File: config.mk
export PLATFORM = sky130hd
export DESIGN_NAME = riscv_icache_line_buf
export DESIGN_NICKNAME = d
export VERILOG_FILES = /design/src/rtl/riscv_icache_line_buf.sv
export SDC_FILE = /design/constraint.sdc
export NUM_CORES = 1
export LEC_CHECK = 0
export CAP_MARGIN = 20
export CORE_MARGIN = 8
export CORE_UTILIZATION = 59
export CTS_CLUSTER_DIAMETER = 200
export DETAILED_ROUTE_END_ITERATION = 10
export PLACE_DENSITY = 0.85
export SLEW_MARGIN = 20
export SYNTH_ARGS = -nofsm -noshare
export SYNTH_HDL_FRONTEND = slang
export SYNTH_SLANG_ARGS = --single-unit
File: constraint.sdc
create_clock -name clk_i -period 4.6 [get_ports clk_i]
set_input_delay 0.92 -clock clk_i [delete_from_list [all_inputs] [get_ports clk_i]]
set_output_delay 0.92 -clock clk_i [all_outputs]
set_load 0.05 [all_outputs]
File: src/rtl/riscv_icache_line_buf.sv
// Single-line instruction cache: answers fetches from a LINE_WORDS-word buffer and refills it by burst on a miss.
// Optional: define ICACHE_LINE_EARLY_RESTART_EN to answer as soon as the requested word arrives during a fill.
module riscv_icache_line_buf #(
  parameter int unsigned LINE_WORDS = 4,
  parameter logic [31:0] USER_LIMIT = 32'h8000_0000
) (
  input  logic        clk_i,
  input  logic        rst_i,
  input  logic        req_rd_i,
  input  logic [31:0] req_pc_i,
  input  logic [1:0]  req_priv_i,
  input  logic        req_flush_i,
  input  logic        req_invalidate_i,
  output logic        req_accept_o,
  output logic        req_valid_o,
  output logic [31:0] req_inst_o,
  output logic        req_error_o,
  output logic        req_page_fault_o,
  output logic        mem_rd_o,
  output logic [31:0] mem_addr_o,
  output logic [7:0]  mem_len_o,
  input  logic        mem_accept_i,
  input  logic        mem_valid_i,
  input  logic [31:0] mem_data_i,
  input  logic        mem_error_i
);

  localparam int IW  = $clog2(LINE_WORDS);
  localparam int OFF = IW + 2;
  localparam logic [IW-1:0] LAST_BEAT = IW'(LINE_WORDS - 1);

  typedef enum logic [1:0] {ST_IDLE, ST_REQ, ST_FILL, ST_RESP} state_t;

  state_t         state_q;
  logic [31:0]    line_q [LINE_WORDS];
  logic [31:OFF]  tag_q;
  logic           line_valid_q;
  logic           flush_pend_q;
  logic           err_q;
  logic [IW-1:0]  cnt_q;
  logic [31:2]    pc_q;
  logic [31:0]    mem_addr_q;
  logic           valid_q;
  logic [31:0]    inst_q;
  logic           error_q;
  logic           pf_q;

  logic           flush;
  logic           hit;
  logic           fault;
  logic [IW-1:0]  req_idx;
  logic [IW-1:0]  pc_idx;
  logic [31:0]    fill_word;
  logic           fill_err;
  logic           unused_pc_lsbs;

  assign flush          = req_flush_i | req_invalidate_i;
  assign req_idx        = req_pc_i[OFF-1:2];
  assign pc_idx         = pc_q[OFF-1:2];
  assign hit            = line_valid_q && (tag_q == req_pc_i[31:OFF]);
  assign fault          = (req_priv_i == 2'b00) && (req_pc_i >= USER_LIMIT);
  assign unused_pc_lsbs = ^req_pc_i[1:0];

  // On the last beat the requested word may be the one arriving right now.
  assign fill_word = (pc_idx == cnt_q) ? mem_data_i : line_q[pc_idx];
  assign fill_err  = err_q | mem_error_i;

  assign req_accept_o     = (state_q == ST_IDLE);
  assign mem_rd_o         = (state_q == ST_REQ);
  assign mem_addr_o       = mem_addr_q;
  assign mem_len_o        = 8'(LINE_WORDS - 1);
  assign req_valid_o      = valid_q;
  assign req_inst_o       = inst_q;
  assign req_error_o      = error_q;
  assign req_page_fault_o = pf_q;

  // NOTE: the data array has no reset; line_valid_q alone guards its contents.
  always_ff @(posedge clk_i) begin
    if (state_q == ST_FILL && mem_valid_i) line_q[cnt_q] <= mem_data_i;
  end

  // NOTE: all state updates are non-blocking so every register samples pre-edge values.
  always_ff @(posedge clk_i or negedge rst_i) begin
    if (!rst_i) begin
      state_q      <= ST_IDLE;
      tag_q        <= '0;
      line_valid_q <= 1'b0;
      flush_pend_q <= 1'b0;
      err_q        <= 1'b0;
      cnt_q        <= '0;
      pc_q         <= '0;
      mem_addr_q   <= '0;
      valid_q      <= 1'b0;
      inst_q       <= '0;
      error_q      <= 1'b0;
      pf_q         <= 1'b0;
    end else begin
      valid_q <= 1'b0;
      error_q <= 1'b0;
      pf_q    <= 1'b0;
      case (state_q)
        ST_IDLE: begin
          if (req_rd_i && fault) begin
            valid_q <= 1'b1;
            inst_q  <= '0;
            pf_q    <= 1'b1;
          end else if (req_rd_i && hit && !flush) begin
            valid_q <= 1'b1;
            inst_q  <= line_q[req_idx];
          end else if (req_rd_i) begin
            pc_q         <= req_pc_i[31:2];
            mem_addr_q   <= {req_pc_i[31:OFF], OFF'(0)};
            line_valid_q <= 1'b0;
            state_q      <= ST_REQ;
          end
        end
        ST_REQ: begin
          if (mem_accept_i) begin
            cnt_q   <= '0;
            state_q <= ST_FILL;
          end
        end
        ST_FILL: begin
          if (mem_valid_i) begin
            cnt_q <= cnt_q + IW'(1);
            err_q <= fill_err;
`ifdef ICACHE_LINE_EARLY_RESTART_EN
            if (cnt_q == pc_idx) begin
              valid_q <= 1'b1;
              inst_q  <= mem_data_i;
              error_q <= mem_error_i;
            end
`endif
            if (cnt_q == LAST_BEAT) begin
              state_q <= ST_RESP;
              if (!fill_err && !flush_pend_q) begin
                line_valid_q <= 1'b1;
                tag_q        <= pc_q[31:OFF];
              end
`ifndef ICACHE_LINE_EARLY_RESTART_EN
              valid_q <= 1'b1;
              inst_q  <= fill_word;
              error_q <= fill_err;
`endif
            end
          end
        end
        ST_RESP: begin
          err_q        <= 1'b0;
          flush_pend_q <= 1'b0;
          state_q      <= ST_IDLE;
        end
        default: state_q <= ST_IDLE;
      endcase
      // Flush overrides any validation above; mid-fill it also blocks the in-flight line.
      if (flush) line_valid_q <= 1'b0;
      if (flush && (state_q == ST_REQ || state_q == ST_FILL)) flush_pend_q <= 1'b1;
    end
  end

endmodule

-- Word-level counts from Yosys, hierarchy flattened
Memories as Yosys holds them, arrays and structs flattened.
Index checks and enable logic that the tools add are counted.
Widths: inputs -> output; s select.
- word-level logic and storage cells: 104
- flip-flop bits (word level): 128
- bits of input ports: 74
- memories: 1
- bits in writable memories: 128
- order comparisons: 1
- bitwise gates (word level): 4
- equality and inequality tests: 19
- multiplexer cells: 40
- $add $sub $neg: 1
- reduce and logical (&&, ||, !) cells: 26
- memories (name ; words ; bits a word ; read ports ; clocked after Yosys merged registers in ; wr ports ; line ; RTL):
    line_q ; 4 ; 32 ; 2 ; 0 ; 1 ; 35 ; logic [31:0] line_q [LINE_WORDS];
- operators with widths (kind ; number):
    $mux 32 ; 5
    $pmux 32 s2 ; 1
    $ge 32x32->1 const B ; 1
    $eq 28x28->1 ; 1
    $mux 1 ; 21
    $mux 2 ; 8
    $reduce_and 4->1 ; 3
    $ne 3x2->1 const B ; 3
    $ne 3x3->1 const B ; 3
    $logic_and 1x1->1 ; 8
    $ne 2x2->1 const B ; 4
    $pmux 2 s4 ; 1
    $reduce_bool 2->1 ; 4
    $reduce_and 7->1 ; 1
    $eq 2x2->1 const B ; 3
    $pmux 1 s2 ; 3
    $reduce_and 6->1 ; 1
    $logic_not 2->1 ; 2
    $ne 2x1->1 const B ; 2
    $pmux 2 s2 ; 1
    $logic_not 1->1 ; 3
    $ne 3x1->1 const B ; 1
    $reduce_and 3->1 ; 1
    $reduce_bool 3->1 ; 1
    7 further kinds ; 9

-- Depth between registers and ports, before layout
- depth after elaboration: 8
- mapped depth: 10

-- Worst setup path after synthesis
OpenSTA, ideal clock, no wires.
- path kind: input to register
- start: input port mem_valid_i
- end: register tag_q[11] (netlist name)
- arrival time: 2.968 ns
- cell stages on the path: 7
- setup slack: 1.507 ns
- path buffers: 3
- setup time: 0.125 ns
- cells stage by stage: buf_2 nand3_1 inv_1 nand3_1 clkbuf_1 buf_1 mux2_2
- cells in the longest elaborated chain, start to end: 1
- ends and longest elaborated chain (item ; line ; RTL):
    start: declaration ; 23 ; input logic mem_valid_i,
    $reduce_and 4->1 (no line) ; n/a ;
    end signal: assignment ; 138 ; tag_q <= pc_q[31:OFF];
    end: declaration ; 36 ; logic [31:OFF] tag_q;
No other way between the ends.
A chain may end at the register's enable or synchronous reset.

-- Worst setup path after layout
- start: input port req_pc_i[23]
- end: register inst_q[15] (netlist: req_inst_o[15])
- cells in the longest elaborated chain, start to end: 6
- elaborated cells on any way between the ends: 11
- ends and longest elaborated chain (item ; line ; RTL):
    start: declaration ; 10 ; input logic [31:0] req_pc_i,
    branches (longest 6 deep; another with $ge 32x32->1) ; n/a ;
    end signal: assignment ; 109 ; inst_q <= line_q[req_idx];
    end signal: assignment ; 142 ; inst_q <= fill_word;
    end: declaration ; 44 ; logic [31:0] inst_q;
Several ways; the timed one is not identified.

==> results.py <==
metrics = {
    "run_status": {
        "status": "complete, no violations",
    },
    "drt": {
        "vias_per_cell": 6.13,
        "dr_total_vias": 6432,
        "finalWirelength_um": 25300,
        "detailedRoute.firstIterationViolations": 567,
        "drc_errors": 0,
        "firstDrtPassIters": 5,
        "drtAntennaViolNets": 0,
        "wl_per_cell_um": 24.1,
    },
    "floorplan": {
        "dieArea_um2": 23000,
        "std_cell_rows": 49,
        "ios": 151,
        "start_util": 0.603,
        "die_x_um": 152,
        "fp.dieH_um": 152,
        "coreArea_um2": 18000,
    },
    "logic_synthesis": {
        "async_reset_ff_frac": 0.439,
        "syn_area_um2": 10800,
        "ys_seq_elements": 228,
        "synth.area.mux_share": 0.239,
        "synth_ff_type": "edfxtp_1",
        "synth.avg_cell_area_um2": 15.4,
        "synth_xor_area_frac": 0.0218,
        "synth_top_family_by_area": "multiplexers",
        "synth-seq-area-share": 0.586,
        "synth_compound_area_frac": 0.0462,
        "synth.distinct_cells": 44,
        "yosys.area_share.simple": 0.0422,
        "synth_adder_area_share": 0.00924,
        "synth_edf_count": 128,
        "synthCells": 702,
        "ys_warn_count": 0,
    },
    "grt": {
        "grt_pass1_vias": 7025,
        "grt_usage": 0.220,
        "grt_antenna_before_repair": 1,
        "grt_pass1_wl_um": 39100,
        "grt-ovfl-total": 0,
        "grt_max_degree": 70,
    },
    "placement": {
        "gp_congestion": 0.833,
        "dpl.hpwl_um": 15900,
        "dpl-instance-area_um2": 12100,
        "port_buffers": 136,
    },
    "critical_path": {
        "cp.required_ns": 4.99,
        "r2r-end": "req_inst_o[15]$_DFFE_PN0P_",
        "ff2ff_path_depth": 7,
        "critPathMaxFanout": 26,
        "slowest_stage": "or4_4",
        "r2r_slack_ns": 1.51,
        "cp_top_family": "simple AND/OR/NAND/NOR gates",
        "criticalPathCategory": "input pin to flip-flop",
        "worst_setup_path_start_kind": "input pin",
        "cp.arrival_ns": 3.97,
        "path_buf_inv": 2,
        "end_kind": "flip-flop",
        "max_stage_delay_ns": 0.58,
        "timing.rr.start": "tag_q[23]$_DFFE_PN0P_",
        "path_cells": "clkdlybuf4s50_1 > xor2_1 > nor4_1 > nand4_1 > or4_4 > a32oi_4 > buf_12 > mux2_2",
    },
    "flow_run": {
        "drv_cap": 0,
    },
    "sta": {
        "period_share": 0.778,
        "finalClockSkew_ns": 0.00868,
        "period_needed_ns": 3.58,
        "worst_slew_pin_slew_ns": 0.962,
        "rsz0062_at_grt": "no",
        "slew_viol_final": 0,
        "hold_viol_final": 0,
        "relSlewSlack": 0.359,
        "timing.fmax_ghz": 0.280,
        "tns_ns": 0,
        "setup_viol_count_final": 0,
    },
    "clock_network": {
        "clk_pin_slew_ns": 0.06,
        "cts-resized-gates": 0,
        "clk_latency_ns": 0.51,
        "holdBufCountCts": 0,
        "cts_root_buffer": "clkbuf_16",
        "cts.sinks": 228,
        "htree_levels": 1,
        "cts_setup_buffers": 0,
        "cts_tree": "built",
        "clockBufferDepth": 3,
        "cts_buffers": 24,
    },
    "layout": {
        "design_area_um2": 12800,
        "area_growth_pct": 18.2,
        "layout-drive-gt1-share": 0.260,
        "nFillCells": 1136,
        "seqCellArea_um2": 6350,
        "nNetsFinal": 883,
        "multi_input_area_um2": 3940,
    },
    "pwr": {
        "ir_drop_uv": 520,
        "switching_power_w": 0.00352,
        "seqPwrFrac": 0.336,
        "swShare": 0.397,
        "combPwrFrac": 0.457,
        "total_power_w": 0.00887,
        "p_int_w": 0.00534,
        "p_per_area_nw_per_um2": 692,
        "p_leak_nw": 4.89,
        "p_clk_frac": 0.207,
    },
    "min_path": {
        "hp-class": "flip-flop to flip-flop",
        "hold_path.startpoint": "req_inst_o[23]$_DFFE_PN0P_",
        "hold-path-cell-count": 1,
        "worst_hold_path.endpoint": "req_inst_o[23]$_DFFE_PN0P_",
    },
}
## per-stage QoR
stage | cells | setup slack, ns | hold slack, ns | util
floorplan | 712 | 1.51 | 0.472 | -
global placement | 1004 | 0.575 | 0.492 | 0.672
detailed placement | 1004 | 0.499 | 0.497 | 0.672
CTS | 1048 | 1.02 | 0.515 | 0.713
global route | 1048 | 0.947 | 0.523 | 0.713
finish | 1049 | 1.02 | 0.513 | 0.713
## flip-flops by register name (all words and copies together) (netlist names)
signal            count
req_valid_o           1
tag_q                28
req_error_o           1
line_valid_q          1
req_page_fault_o      1
cnt_q                 2
line_q              128
state_q               2
err_q                 1
flush_pend_q          1
req_inst_o           32
pc_q                 30
## layer usage
metal | up-vias | GRT usage | routed length [um]
met2 | 326 | 0.375 | 12700
met1 | 3249 | 0.284 | 9880
met4 | 2 | 0.0559 | 450
met3 | 43 | 0.0463 | 2270
met5 | - | 0 | 9
li1 | 2812 | - | -
## synth_stat cells, types with 3 or more instances
cell,instances,share of area
and3_1,3,0.0017
edfxtp_1,128,0.35
mux4_2,64,0.13
buf_12,3,0.0055
xor2_1,24,0.019
mux2_4,30,0.042
nor2_1,4,0.0014
clkbuf_1,22,0.0076
mux2_2,61,0.063
ha_1,8,0.0092
inv_1,11,0.0038
nor4_1,7,0.0040
buf_6,3,0.0031
nand2_1,71,0.025
nand3_1,4,0.0018
a21oi_1,35,0.016
dfrtp_1,100,0.23
buf_2,10,0.0046
buf_1,7,0.0024
o21ai_0,7,0.0032
a31oi_1,32,0.018
xnor2_1,3,0.0024
buf_4,40,0.028
## kinds of logic after synthesis
family,Yosys count
DFF,228
adders and majority gates,8
buffers and inverters,97
xor gates and xnor gates,27
muxes,156
and+or+nand+nor,101
AOI/OAI and AO/OA,83
other,2
## final cells by class
class | count | area share
sequential | 228 | 0.496
tap | 229 | 0.0224
clock buffer | 34 | 0.0523
clock inverter | 10 | 0.00547
multi-input combinational | 387 | 0.307
antenna | 1 | 0.000195
inverter | 12 | 0.00352
timing repair buffer | 148 | 0.113
## worst max-delay path by stage
| stage | start | endpoint | slack (ns) | depth (start not counted) |
|---|---|---|---|---|
| floorplan | mem_valid_i | tag_q[11]$_DFFE_PN0P_ | 1.51 | 7 |
| global placement | req_pc_i[25] | req_inst_o[15]$_DFFE_PN0P_ | 0.57 | 8 |
| detailed placement | req_pc_i[23] | req_inst_o[14]$_DFFE_PN0P_ | 0.50 | 8 |
| CTS | req_pc_i[23] | req_inst_o[14]$_DFFE_PN0P_ | 1.02 | 8 |
| global route | req_pc_i[25] | req_inst_o[14]$_DFFE_PN0P_ | 0.95 | 8 |
| finish | req_pc_i[23] | req_inst_o[15]$_DFFE_PN0P_ | 1.02 | 8 |
## power groups by stage
| stage | Sequential [W] | Clock, W | Combinational (W) |
|---|---|---|---|
| 2_1_floorplan | 0.00336 | 0 | 0.00268 |
| 3_3_place_gp | 0.00296 | 0 | 0.00394 |
| 3_5_place_dp | 0.00302 | 0 | 0.00405 |
| 4_1_cts | 0.00298 | 0.00185 | 0.00408 |
| 5_1_grt | 0.00304 | 0.00194 | 0.00427 |
| 6_report | 0.00298 | 0.00183 | 0.00406 |
## cell usage in the layout (no fill, tap or decap), types with 3 or more instances in the layout
master and instances:
clkdlybuf4s50_1 133, edfxtp_1 128, dfrtp_1 98, nand2_1 71, mux4_2 64, mux2_2 61
a21oi_1 35, a31oi_1 32, mux2_4 30, clkbuf_16 25, xor2_1 24, conb_1 12
buf_4 12, inv_1 10, clkbuf_1 8, clkinv_1 7, nor4_1 7, o21ai_0 7
ha_1 7, nand3_1 4, nor2_1 4, xnor2_1 3, and3_2 3
Note: power is estimated with default switching activity, not from simulation.
